<file path="config.mk">
export PLATFORM = sky130hd
export DESIGN_NAME = rng_share_arb
export DESIGN_NICKNAME = d
export VERILOG_FILES = /design/src/rtl/rng_share_arb.sv
export SDC_FILE = /design/constraint.sdc
export NUM_CORES = 1
export LEC_CHECK = 0
export CORE_MARGIN = 5
export CORE_UTILIZATION = 59
export DETAILED_ROUTE_END_ITERATION = 8
export PLACE_DENSITY = 0.8
export RECOVER_POWER = 25
export REMOVE_ABC_BUFFERS = 1
export SYNTH_ARGS = -nofsm -noshare
export SYNTH_HDL_FRONTEND = slang
export SYNTH_SLANG_ARGS = --single-unit
</file>
<file path="constraint.sdc">
create_clock -name clk -period 4.7 [get_ports clk]
set_clock_uncertainty 0.2 [all_clocks]
set_input_delay 1.41 -clock clk [delete_from_list [all_inputs] [get_ports clk]]
set_output_delay 1.41 -clock clk [all_outputs]
set_load 0.1 [all_outputs]
</file>
<file path="src/rtl/rng_share_arb.sv">
// Shares one Mersenne-Twister word source among NREQ requesters: owns the rng reset/start
// pulses, prefetches words into a DEPTH-entry FIFO and hands each word to one requester round-robin.
module rng_share_arb #(
   parameter int unsigned NREQ  = 4,
   parameter int unsigned DEPTH = 8
) (
   input  logic                     clk,
   input  logic                     rst_n,
   input  logic                     enable,
   input  logic [NREQ-1:0]          req,
   output logic [NREQ-1:0]          gnt,
   output logic [31:0]              rand_data,
   output logic [$clog2(DEPTH):0]   level,
   output logic                     rng_rst,
   output logic                     rng_start,
   input  logic                     rng_valid,
   input  logic [31:0]              rng_data
);

   localparam int unsigned AW = $clog2(DEPTH);
   localparam int unsigned PW = $clog2(NREQ);

   typedef enum logic {
      ST_WAIT = 1'b0,
      ST_KICK = 1'b1
   } state_t;

   state_t            r_state;
   state_t            w_state_nxt;
   logic              r_rst_sync;
   logic              r_rng_rst;
   logic              r_rng_start;
   logic              w_start_nxt;
   logic              w_push;
   logic              w_pop;
   logic [NREQ-1:0]   r_gnt;
   logic [NREQ-1:0]   w_gnt_nxt;
   logic [NREQ-1:0]   w_elig;
   logic [PW-1:0]     r_ptr;
   logic [PW-1:0]     w_ptr_nxt;
   logic [31:0]       r_rand;
   logic [AW:0]       r_level;
   logic [AW-1:0]     r_wr;
   logic [AW-1:0]     r_rd;
   logic [31:0]       r_mem [DEPTH];

   assign gnt       = r_gnt;
   assign rand_data = r_rand;
   assign level     = r_level;
   assign rng_rst   = r_rng_rst;
   assign rng_start = r_rng_start;

   // Refill sequencer: a word is pushed only in WAIT; KICK masks the still-high rng_valid.
   always_comb begin
      w_state_nxt = r_state;
      w_start_nxt = 1'b0;
      w_push      = 1'b0;
      case (r_state)
         ST_WAIT: begin
            if (rng_valid && !r_rng_rst && enable && (r_level < (AW+1)'(DEPTH))) begin
               w_push      = 1'b1;
               w_start_nxt = 1'b1;
               w_state_nxt = ST_KICK;
            end
         end
         ST_KICK: begin
            w_state_nxt = ST_WAIT;
         end
         default: begin
            w_state_nxt = ST_WAIT;
         end
      endcase
   end

   // Round-robin pick starting at r_ptr; a requester just granted sits out one cycle.
   always_comb begin
      logic [31:0] idx;
      logic        found;
      w_elig    = req & ~r_gnt;
      w_gnt_nxt = '0;
      w_ptr_nxt = r_ptr;
      idx       = '0;
      found     = 1'b0;
      if (r_level != '0) begin
         for (int k = 0; k < NREQ; k++) begin
            idx = (32'(r_ptr) + 32'(k)) % 32'(NREQ);
            if (!found && w_elig[PW'(idx)]) begin
               found                = 1'b1;
               w_gnt_nxt[PW'(idx)]  = 1'b1;
               w_ptr_nxt            = PW'((idx + 32'd1) % 32'(NREQ));
            end
         end
      end
   end

   assign w_pop = |w_gnt_nxt;

   always_ff @(posedge clk or negedge rst_n) begin
      if (!rst_n) begin
         r_state     <= ST_WAIT;
         r_rst_sync  <= 1'b0;
         r_rng_rst   <= 1'b1;
         r_rng_start <= 1'b0;
         r_gnt       <= '0;
         r_ptr       <= '0;
         r_rand      <= '0;
         r_level     <= '0;
         r_wr        <= '0;
         r_rd        <= '0;
      end else begin
         r_state     <= w_state_nxt;
         r_rst_sync  <= 1'b1;
         r_rng_rst   <= ~r_rst_sync;
         r_rng_start <= w_start_nxt;
         r_gnt       <= w_gnt_nxt;
         r_ptr       <= w_ptr_nxt;
         if (w_pop) begin
            r_rand <= r_mem[r_rd];
            r_rd   <= r_rd + AW'(1);
         end
         if (w_push) begin
            r_wr <= r_wr + AW'(1);
         end
         case ({w_push, w_pop})
            2'b10:   r_level <= r_level + (AW+1)'(1);
            2'b01:   r_level <= r_level - (AW+1)'(1);
            default: r_level <= r_level;
         endcase
      end
   end

   // Storage needs no reset: occupancy and pointers define validity.
   always_ff @(posedge clk) begin
      if (w_push) begin
         r_mem[r_wr] <= rng_data;
      end
   end

endmodule

</file>
==> metrics.md, run 1 <==
| Metric | Value |
|---|---|
| IO Pins | 82 |
| Commonest non-fill, non-tap cell in the layout | edfxtp_1 |
| TritonCTS clock tree | yes |
| Share of the synthesized area in the top cell type | 63.5% |
| Placed cell area | 13400 sq um |
| Die Y-Extent | 153 um |
| Peak supply drop | 722 uV |
| WP data required | between 4 and 5 ns |
| CTS Hold Bufs | 0 |
| CTS clock-pin slew for the worst setup and hold paths | ~0.06 ns |
| Initial antenna violation count | 2 |
| Antenna Violating Nets Remaining | 0 |
| Largest net degree at the start of global routing | 67 |
| Clk sink count | 307 |
| Residual DRC count | 0 |
| DR pass1 iterations | 5 |
| Endpoints failing setup | 0 |
| Number of global-route vias before repair | 6500 |
| Layout cell share with drive strength beyond 1 | between 20% and 30% |
| Fin. Hold Viols | 0 |
| Pre-CTS setup slack | -0.397 ns |
| CTS Buf Count | 29 |
| IO buf count | 81 |
| Area leader, netlist | edfxtp_1 |
| Run status | finished, violations left |
| Mapped Area | 12100 sq um |
| Count of cell types in the netlist | 50 |
| Max-slew violation count | 35 |
| Core Util, Final | 71.1% |
| Most frequent cells in the layout | 256 x edfxtp_1, 65 x mux4_2, 57 x clkdlybuf4s50_1 |
| Gpl congestion | about 0.88 |
| Crit path launch type | input port |
| #FFs+latches synth | 307 |
| Synth Flop Type | edfxtp_1 |
| Routed WL | between 20000 and 25000 um |
| Post-synth ARST share | approximately 17% |
| Routed vias | ~6300 |
| Design area | ~14000 sq um |
| Failing checks | capacitance limit, slew limit |
| Largest cells by area after synthesis | edfxtp_1 63%, mux4_2 12%, dfrtp_1 10% |
| Synth-to-Final Area Change | 18.8% |
| Post-DP HPWL | 13700 um |
| Avg Cell Area, Syn | 19.5 sq um |
| WS Path Type | in -> reg |
| Post-route minimum period | approximately 4.6 ns |
| Clock root buffer master | clkbuf_16 |
| CP endpoint kind | flop |
| Unrepaired setup endpoints after global routing | false |
| Final setup TNS | 0 ns |
| Clk_lat worst skew | 0.55 ns |
| Peak Freq | 218 MHz |
| DR vias/cell | 6.08 |
| Final Cycle Share | 97.6% |
| Worst Tran Pin Value | 2.24 ns |
| All-layer global routing usage | around a fifth |
| Total grt overflow | 0 |
| Die area | 23500 sq um |
| Yosys warning count | 0 |
| Max_cap viols | 1 |
| First-pass GRT wire length | about 38000 um |
| Leak pwr | just under 5 nW |
| Final net count | between 700 and 800 |
| Worst Path Arrival | 4.80 ns |
| Post-CTS sizing | 0 |
| Initial core utilization | 59.9% |
| Die width | roughly 150 um |
| Slew margin rel. | -49.4% |
| Clk buf depth | 3 |
| Post-synth EDFFs | 256 |
| Num rows | 52 |
| Gate Count Post-Synth | 622 |
| Setup ws final | 0.112 ns |
| Worst Hold Class | reg -> reg |
| Core area | 20200 sq um |
| Avg WL per Cell | 23.8 um |
| Post-CTS setup buffers | 0 |
| 1st-iter DRT viols | 434 |
| Crit-path max FO | 5 |
| PD cells | 737 nW/um^2 |
| H-tree lvl count | 1 |
| Post-synthesis sequential area ratio | 74.0% |
## worst paths after layout
path	from	end	slack [ns]	depth (start not counted)
setup / recovery	req[0]	level[3]	0.11	15
hold reg to reg	r_rst_sync	rng_rst	0.15	1
max in group asynchronous	rst_n	r_rd[2]	1.52	1
setup reg to reg	r_ptr[0]	level[3]	0.51	16
hold / removal	r_rst_sync	rng_rst	0.15	1
min in group asynchronous	rst_n	rand_data[13]	1.33	1
## Yosys cell counts (2+ instances only)
library cell / number
o21ai_2: 11
nor3_1: 3
dfrtp_1: 50
nor2b_1: 5
and2_1: 5
xor2_1: 4
o211ai_1: 4
nor3b_1: 4
clkbuf_2: 2
ha_1: 13
o21ai_1: 2
inv_1: 12
edfxtp_1: 256
buf_8: 3
clkbuf_1: 13
buf_1: 7
a21oi_1: 6
and3_1: 2
a211oi_1: 2
nand2b_1: 4
o21ai_0: 27
nand4_1: 2
mux4_2: 65
nor2_1: 8
a22oi_1: 3
nand2_1: 41
mux2i_1: 32
xnor2_1: 5
or3_1: 2
nand3_1: 9
## routing by layer
| layer | vias to the layer above | global-route usage [%] | wire [um] |
|---|---|---|---|
| met5 | - | 0 | 23 |
| met4 | 4 | 4.58 | 408 |
| met3 | 45 | 3.65 | 1570 |
| met2 | 236 | 37.3 | 13200 |
| met1 | 3271 | 27.5 | 9380 |
| li1 | 2713 | - | - |
## cell type report
class | instances | area, sq um
Timing Repair Buffer | 112 | 1050
Tap cell | 270 | 338
Clock inverter | 15 | 186
Clock buffer | 38 | 800
Multi-Input combinational cell | 275 | 3000
Antenna cell | 1 | 2.50
Sequential cell | 307 | 8970
Fill cell | 1203 | 5840
Inverter | 13 | 48.8
## through the flow
step	hold slack (ns)	instances	power (W)
2_1_floorplan	0.137	595	0.00709
3_3_place_gp	0.137	977	0.00811
3_5_place_dp	0.140	977	0.00829
4_1_cts	0.144	1030	0.0107
5_1_grt	0.156	1030	0.0112
6_report	0.145	1031	0.0106
## logic make-up (layout without fill, tap and decap cells)
| group | after synthesis | count (layout) | share of synthesized area (%) |
|---|---|---|---|
| AO/OA/AOI/OAI | 62 | 62 | 3.49 |
| XOR/XNOR | 9 | 9 | 0.651 |
| adder cells (fa/ha/maj) | 14 | 14 | 1.51 |
| buffers and inverters | 40 | 178 | 1.63 |
| flip-flops | 307 | 307 | 74.0 |
| multiplexers | 100 | 100 | 15.1 |
| other | 1 | 2 | 0.0310 |
| AND/OR/NAND/NOR | 89 | 89 | 3.56 |
## power by group
group	switching [W]	internal (W)	leakage, nW
sequential	0.000391	0.00327	2.92
clock	0.000968	0.00142	0.481
combinational	0.00289	0.00167	1.56
## critical path: stages
cell             delay, ns
clkdlybuf4s50_1       0.44
nor2b_1               0.19
mux4_2                0.55
and2_1                0.20
a211oi_2              0.18
o211ai_2              0.16
o41ai_4               0.40
inv_1                 0.08
ha_1                  0.20
buf_4                 0.14
ha_1                  0.30
a21oi_1               0.20
xnor2_1               0.15
nor2_1                0.07
xor2_1                0.14
## flip-flops by register name, indices dropped and copies added, names as in the netlist, 2 cells and up
| name | flops |
|---|---|
| r_wr | 3 |
| rand_data | 32 |
| r_rd | 3 |
| level | 4 |
| r_mem | 256 |
| gnt | 4 |
| r_ptr | 2 |
Power figures use the tool's default switching activity.
==> run 2: changes to the inputs <==
- CORE_MARGIN: 5 -> 1.5
==> metrics.md, run 2 (synthesized netlist as in run 1, its figures left out) <==
| Metric | Value |
|---|---|
| H-tree lvl count | 1 (unchanged) |
| Post-route minimum period | 4.53 ns (-0.0584 ns) |
| CTS clock-pin slew for the worst setup and hold paths | 0.06 ns (about the same) |
| Clk_lat worst skew | 0.53 ns (-0.02 ns) |
| Clk sink count | 307 (unchanged) |
| CTS Hold Bufs | 0 (unchanged) |
| Unrepaired setup endpoints after global routing | false |
| Slowest CP cell | mux4_2 |
| Total grt overflow | 0 (unchanged) |
| Crit path top cell by count | ha_1 |
| PD cells | 741 nW/um^2 (+0.47%) |
| All-layer global routing usage | 23.6% (+2.6 points) |
| Largest register FFs | 256 (unchanged) |
| Worst Tran Pin Value | 1.79 ns (-0.447 ns) |
| Final Cycle Share | 96.4% (-1.2 points) |
| Initial antenna violation count | 2 (unchanged) |
| Num rows | 52 (unchanged) |
| Clock share of power | 22.2% (-0.3 points) |
| Max-slew violation count | 26 (-26%) |
| Crit-path max FO | 5 (unchanged) |
| Leak pwr | 5.00 nW (+0.68%) |
| Worst Hold Class | reg -> reg |
| Worst Path Arrival | 4.75 ns (-0.05 ns) |
| Final setup TNS | 0 ns (unchanged) |
| WP data required | 4.92 ns (about the same) |
| Logic gate share of total power | 43.2% (+0.2 points) |
| Max_cap viols | 1 (unchanged) |
| Clk buf depth | 3 (unchanged) |
| Multi-input logic area | 3000 sq um (+0.13%) |
| Switching Power | 0.00428 W (+0.75%) |
| Core area | 20200 sq um (-0.32%) |
| Final net count | 798 (+0.76%) |
| Failing checks | capacitance limit, slew limit |
| Commonest non-fill, non-tap cell in the layout | edfxtp_1 |
| DR vias/cell | 6.08 (about the same) |
| Die area | 21400 sq um (-8.9%) |
| Fill count | 1196 (-0.58%) |
| Layout cell share with drive strength beyond 1 | 23.0% (+0.34 points) |
| Residual DRC count | 0 (unchanged) |
| Crit-path max cell delay | 0.54 ns (about the same) |
| Die width | 146 um (-4.6%) |
| 1st-iter DRT viols | 470 (+8.3%) |
| Fin. Hold Viols | 0 (unchanged) |
| First-pass GRT wire length | 37900 um (-0.42%) |
| WS Path Type | in -> reg |
| IO buf count | 81 (unchanged) |
| Sequential power share | 34.6% (about the same) |
| Switch share | 40.0% (-0.058 points) |
| Run status | finished, violations left |
| Biggest register | r_mem |
| Avg WL per Cell | 23.6 um (-0.93%) |
| Number of global-route vias before repair | 6786 (+4.4%) |
| Routed WL | 24500 um (-0.26%) |
| Die Y-Extent | 146 um (-4.6%) |
| Placed cell area | 13500 sq um (+0.43%) |
| Synth-to-Final Area Change | 19.3% |
| Crit path launch type | input port |
| Largest net degree at the start of global routing | 67 (unchanged) |
| Post-DP HPWL | 13500 um (-1.0%) |
| Core Util, Final | 71.7% (+0.53 points) |
| DR pass1 iterations | 5 (unchanged) |
| Cell Chain, Critical Path | clkdlybuf4s50_1 > nor2b_1 > mux4_2 > and2_1 > a211oi_2 > o211ai_2 > o41ai_4 > inv_1 > ha_1 > ha_1 > a21o_1 > a21oi_2 > xnor2_1 > nor2_1 > xor2_1 |
| IO Pins | 82 (unchanged) |
| Initial core utilization | 60.1% (+0.19 points) |
| Largest delay share family, worst path | compound AO/OA/AOI/OAI gates |
| CP Buf/Inv Count | 2 (-1) |
| Antenna Violating Nets Remaining | 0 (unchanged) |
| Gpl congestion | 0.899 (+2.0%) |
| Endpoints failing setup | 0 (unchanged) |
| Reg area | 8970 sq um (unchanged) |
| Routed vias | 6308 (+0.62%) |
| Slew margin rel. | -19.5% (+30 points) |
| Peak supply drop | 709 uV (-1.7%) |
| Int Power | 0.00643 W (+0.99%) |
| TritonCTS clock tree | yes |
| Peak Freq | 221 MHz (+1.3%) |
| Design area | 14500 sq um (+0.42%) |
| CTS Buf Count | 29 (unchanged) |
| Most frequent cells in the layout | 256 x edfxtp_1, 65 x mux4_2, 62 x clkdlybuf4s50_1 |
| Clock root buffer master | clkbuf_16 |
| CP endpoint kind | flop |
| Flop2flop setup slack | 0.57 ns (+0.06 ns) |
## run 2: repair_timing
item                                    CTS  global route
endpoints found under the setup margin    0             1
gates resized for setup                   0             1
buffers inserted                          0             0
## run 2: power groups by stage
stage / clock network [W] / registers [W] / logic, W
3_5_place_dp: 0 / 0.00377 / 0.00459
6_report: 0.00237 / 0.00371 / 0.00463
3_3_place_gp: 0 / 0.00375 / 0.00442
2_1_floorplan: 0 / 0.00494 / 0.00215
5_1_grt: 0.00251 / 0.00377 / 0.00494
4_1_cts: 0.00241 / 0.00372 / 0.00465
## run 2: layout make-up
cell class | count | share of cell area, %
Antenna cell | 2 | 0.0346
Clock buffer | 41 | 5.68
Clock inverter | 12 | 1.12
Inverter | 13 | 0.338
Multi-Input combinational cell | 275 | 20.8
Sequential cell | 307 | 62.1
Tap cell | 270 | 2.34
Timing Repair Buffer | 118 | 7.66
## run 2: final timing paths
path	depth (start not counted)	startpoint	to
max in group asynchronous	1	rst_n	r_rd[0]
worst max-delay path	15	req[0]	level[3]
worst min register to register	1	r_rst_sync	rng_rst
worst max register to register	16	r_ptr[0]	level[3]
worst min-delay path	1	r_rst_sync	rng_rst
min in group asynchronous	1	rst_n	rand_data[0]
## run 2: through the flow
stage / worst slack, ns / hold WS (ns) / std cells / total power [W]
2_1_floorplan: -1.50 / 0.137 / 595 / 0.00709
3_3_place_gp: -0.231 / 0.138 / 983 / 0.00818
3_5_place_dp: -0.384 / 0.142 / 983 / 0.00836
4_1_cts: 0.161 / 0.151 / 1036 / 0.0108
5_1_grt: 0.0566 / 0.175 / 1037 / 0.0112
6_report: 0.170 / 0.151 / 1038 / 0.0107
## run 2: metal layers
metal | GRT usage [%] | part of all wire (%) | up-vias
li1 | - | - | 2722
met1 | 31.2 | 40 | 3285
met2 | 40.4 | 52 | 250
met3 | 3.88 | 5.9 | 51
met4 | 8.28 | 2.0 | 0
met5 | 0 | 0 | -
==> run 3: changes to the inputs <==
- PLACE_DENSITY: 0.8 -> not set
- PLACE_DENSITY_LB_ADDON: not set -> 0.05
==> metrics.md, run 3 (synthesized netlist as in run 1, its figures left out) <==
| Metric | Value |
|---|---|
| Worst r2r dst | level[3] |
| Most frequent cells in the layout | 256 x edfxtp_1, 65 x mux4_2, 61 x clkdlybuf4s50_1 |
| Final Cycle Share | 95.1% (-1.3 points) |
| Residual DRC count | 0 (unchanged) |
| CP endpoint kind | flop |
| Pre-CTS setup slack | -0.317 ns (+0.0672 ns) |
| Initial core utilization | 60.1% (unchanged) |
| Post-DP HPWL | 13000 um (-3.6%) |
| Unrepaired setup endpoints after global routing | false |
| Reg area | 8970 sq um (unchanged) |
| Slowest CP cell | mux4_2 |
| Routed vias | 6141 (-2.6%) |
| Worst r2r src | r_ptr[1] |
| TritonCTS clock tree | yes |
| Final Non-Filler Cells | 1038 (unchanged) |
| Max-slew violation count | 27 (+3.8%) |
| GR peak layer | met2 |
| Crit path launch type | input port |
| Failing checks | capacitance limit, slew limit |
| CP Buf/Inv Count | 3 (+1) |
| WS Path Type | in -> reg |
| GR Util met1 | 31.4% (+0.19 points) |
| Num rows | 52 (unchanged) |
| Worst Hold Class | reg -> reg |
| Min Hold Slack | 0.155 ns (+0.00429 ns) |
| Die area | 21400 sq um (unchanged) |
| Antenna Violating Nets Remaining | 0 (unchanged) |
| DR vias/cell | 5.92 (-2.6%) |
| Routed WL | 23300 um (-4.7%) |
| Int Power | 0.00639 W (-0.56%) |
| Hold path depth | 1 (unchanged) |
| Fin. Hold Viols | 0 (unchanged) |
| IO buf count | 81 (unchanged) |
| Max_cap viols | 1 (unchanged) |
| Crit-path max cell delay | 0.50 ns (-0.04 ns) |
| Post-route minimum period | 4.47 ns (-0.0592 ns) |
| Endpoints failing setup | 0 (unchanged) |
| Leak pwr | 4.99 nW (-0.18%) |
| Run status | finished, violations left |
| Die width | 146 um (unchanged) |
| First-pass GRT wire length | 37200 um (-1.9%) |
| Switch share | 39.6% (-0.40 points) |
| Slew margin rel. | -22.1% (-2.6 points) |
| Flop2flop setup slack | 0.70 ns (+0.13 ns) |
| Multi-input logic area | 3000 sq um (-0.12%) |
| Total grt overflow | 0 (unchanged) |
| Switching Power | 0.00419 W (-2.2%) |
| CTS Hold Bufs | 0 (unchanged) |
| CTS Buf Count | 30 (+3.4%) |
| Worst Path Arrival | 4.70 ns (-0.05 ns) |
| IO Pins | 82 (unchanged) |
| Grt met2 use | 39.4% (-1.0 points) |
| Avg WL per Cell | 22.5 um (-4.7%) |
| Clk sink count | 307 (unchanged) |
| R2R cell count | 15 (-1) |
| Logic gate share of total power | 44.0% (+0.8 points) |
| Fill count | 1274 (+6.5%) |
| Gpl congestion | 0.892 (-0.83%) |
| Biggest register | r_mem |
| Sequential power share | 33.8% (-0.8 points) |
| 1st-iter DRT viols | 380 (-19%) |
| Initial antenna violation count | 0 (-2) |
| WP data required | 4.93 ns (about the same) |
| Largest net degree at the start of global routing | 67 (unchanged) |
| All-layer global routing usage | 23.0% (-0.58 points) |
| WHS Endpoint | rng_rst |
| Worst Tran Pin Value | 1.83 ns (+0.0387 ns) |
| Post-CTS setup buffers | 0 (unchanged) |
| H-tree lvl count | 1 (unchanged) |
| Commonest non-fill, non-tap cell in the layout | edfxtp_1 |
| Hold_sp | r_rst_sync |
| Met3 usage | 3.47% (-0.41 points) |
| PD cells | 731 nW/um^2 (-1.3%) |
| Layout cell share with drive strength beyond 1 | 22.8% (-0.16 points) |
| DR pass1 iterations | 4 (-1) |
| Synth-to-Final Area Change | 19.4% (about the same) |
| Cell Chain, Critical Path | clkdlybuf4s50_1 > nor2b_1 > mux4_2 > buf_4 > a22oi_1 > o211ai_1 > o41ai_4 > inv_1 > ha_1 > ha_1 > a21o_1 > a21oi_1 > xnor2_1 > nor2_1 > xor2_1 |
| Largest register FFs | 256 (unchanged) |
| Crit-path max FO | 3 (-2) |
| CTS clock-pin slew for the worst setup and hold paths | 0.06 ns (about the same) |
| Core area | 20200 sq um (unchanged) |
| Crit path top cell by count | ha_1 |
| Cell count after placement | 981 (-0.20%) |
| Peak Freq | 224 MHz (+1.3%) |
| Clock share of power | 22.2% (about the same) |
| Number of global-route vias before repair | 6570 (-3.2%) |
| Clock root buffer master | clkbuf_16 |
| Clk_lat worst skew | 0.54 ns (about the same) |
| Final net count | 797 (-0.13%) |
| Die Y-Extent | 146 um (unchanged) |
| Clk buf depth | 3 (unchanged) |
| Post-CTS sizing | 0 (unchanged) |
| Largest delay share family, worst path | compound AO/OA/AOI/OAI gates |
| Peak supply drop | 737 uV (+4.0%) |
| Final setup TNS | 0 ns (unchanged) |
| Setup ws final | 0.230 ns (+0.0592 ns) |
==> run 3: cell types whose count changed in the layout (fill, tap and decap cells not counted), moves of 2 or more <==
cell	before	now
buf_4	35	31
buf_12	2	4
bufinv_16	4	2
clkbuf_1	8	10
clkbuf_16	29	31
clkinvlp_4	1	3
==> run 3: worst max-delay path by stage <==
stage,startpoint,end,slack [ns],depth (start not counted)
global route,req[0],level[3],0.11,15
floorplan,req[3],level[3],-1.50,14
global placement,req[0],level[3],-0.24,15
detailed placement,req[0],level[3],-0.32,15
finish,req[0],level[3],0.23,15
CTS,req[0],level[3],0.25,15
==> run 3: metrics by stage <==
step	area (sq um)	power (W)	utilization (%)
finish	14500	0.0106	71.7
global route	14500	0.0111	71.7
CTS	14500	0.0107	71.7
detailed placement	13500	0.00834	66.8
global placement	13500	0.00826	66.8
floorplan	12000	0.00709	-
==> run 3: worst reg2reg max path, stage by stage (launching register included) <==
cell      delay [ns]
dfrtp_1         0.49
inv_1           0.21
ha_1            0.44
or3_1           0.45
a211oi_1        0.44
o21ai_0         0.16
o211ai_1        0.21
o41ai_4         0.14
inv_1           0.07
ha_1            0.16
ha_1            0.23
a21o_1          0.17
a21oi_1         0.17
xnor2_1         0.13
nor2_1          0.07
xor2_1          0.14
==> run 3: power by group through the flow <==
stage | clock network (W) | logic, W | registers [W]
6_report | 0.00235 | 0.00466 | 0.00357
5_1_grt | 0.00250 | 0.00502 | 0.00362
4_1_cts | 0.00239 | 0.00472 | 0.00358
3_5_place_dp | 0 | 0.00471 | 0.00363
3_3_place_gp | 0 | 0.00464 | 0.00362
2_1_floorplan | 0 | 0.00215 | 0.00494
==> run 3: cell type report <==
class                           instances  share of cell area [%]
Sequential cell                       307                    62.0
Clock buffer                           45                    6.07
Clock inverter                         11                   0.778
Timing Repair Buffer                  116                    7.72
Multi-Input combinational cell        275                    20.7
Inverter                               13                   0.337
Antenna cell                            1                  0.0173
Tap cell                              270                    2.34
==> run 3: layer usage <==
metal,routed length (um),vias up
met5,0,-
met4,487,0
met3,1060,39
met2,12000,171
met1,9770,3203
li1,-,2728
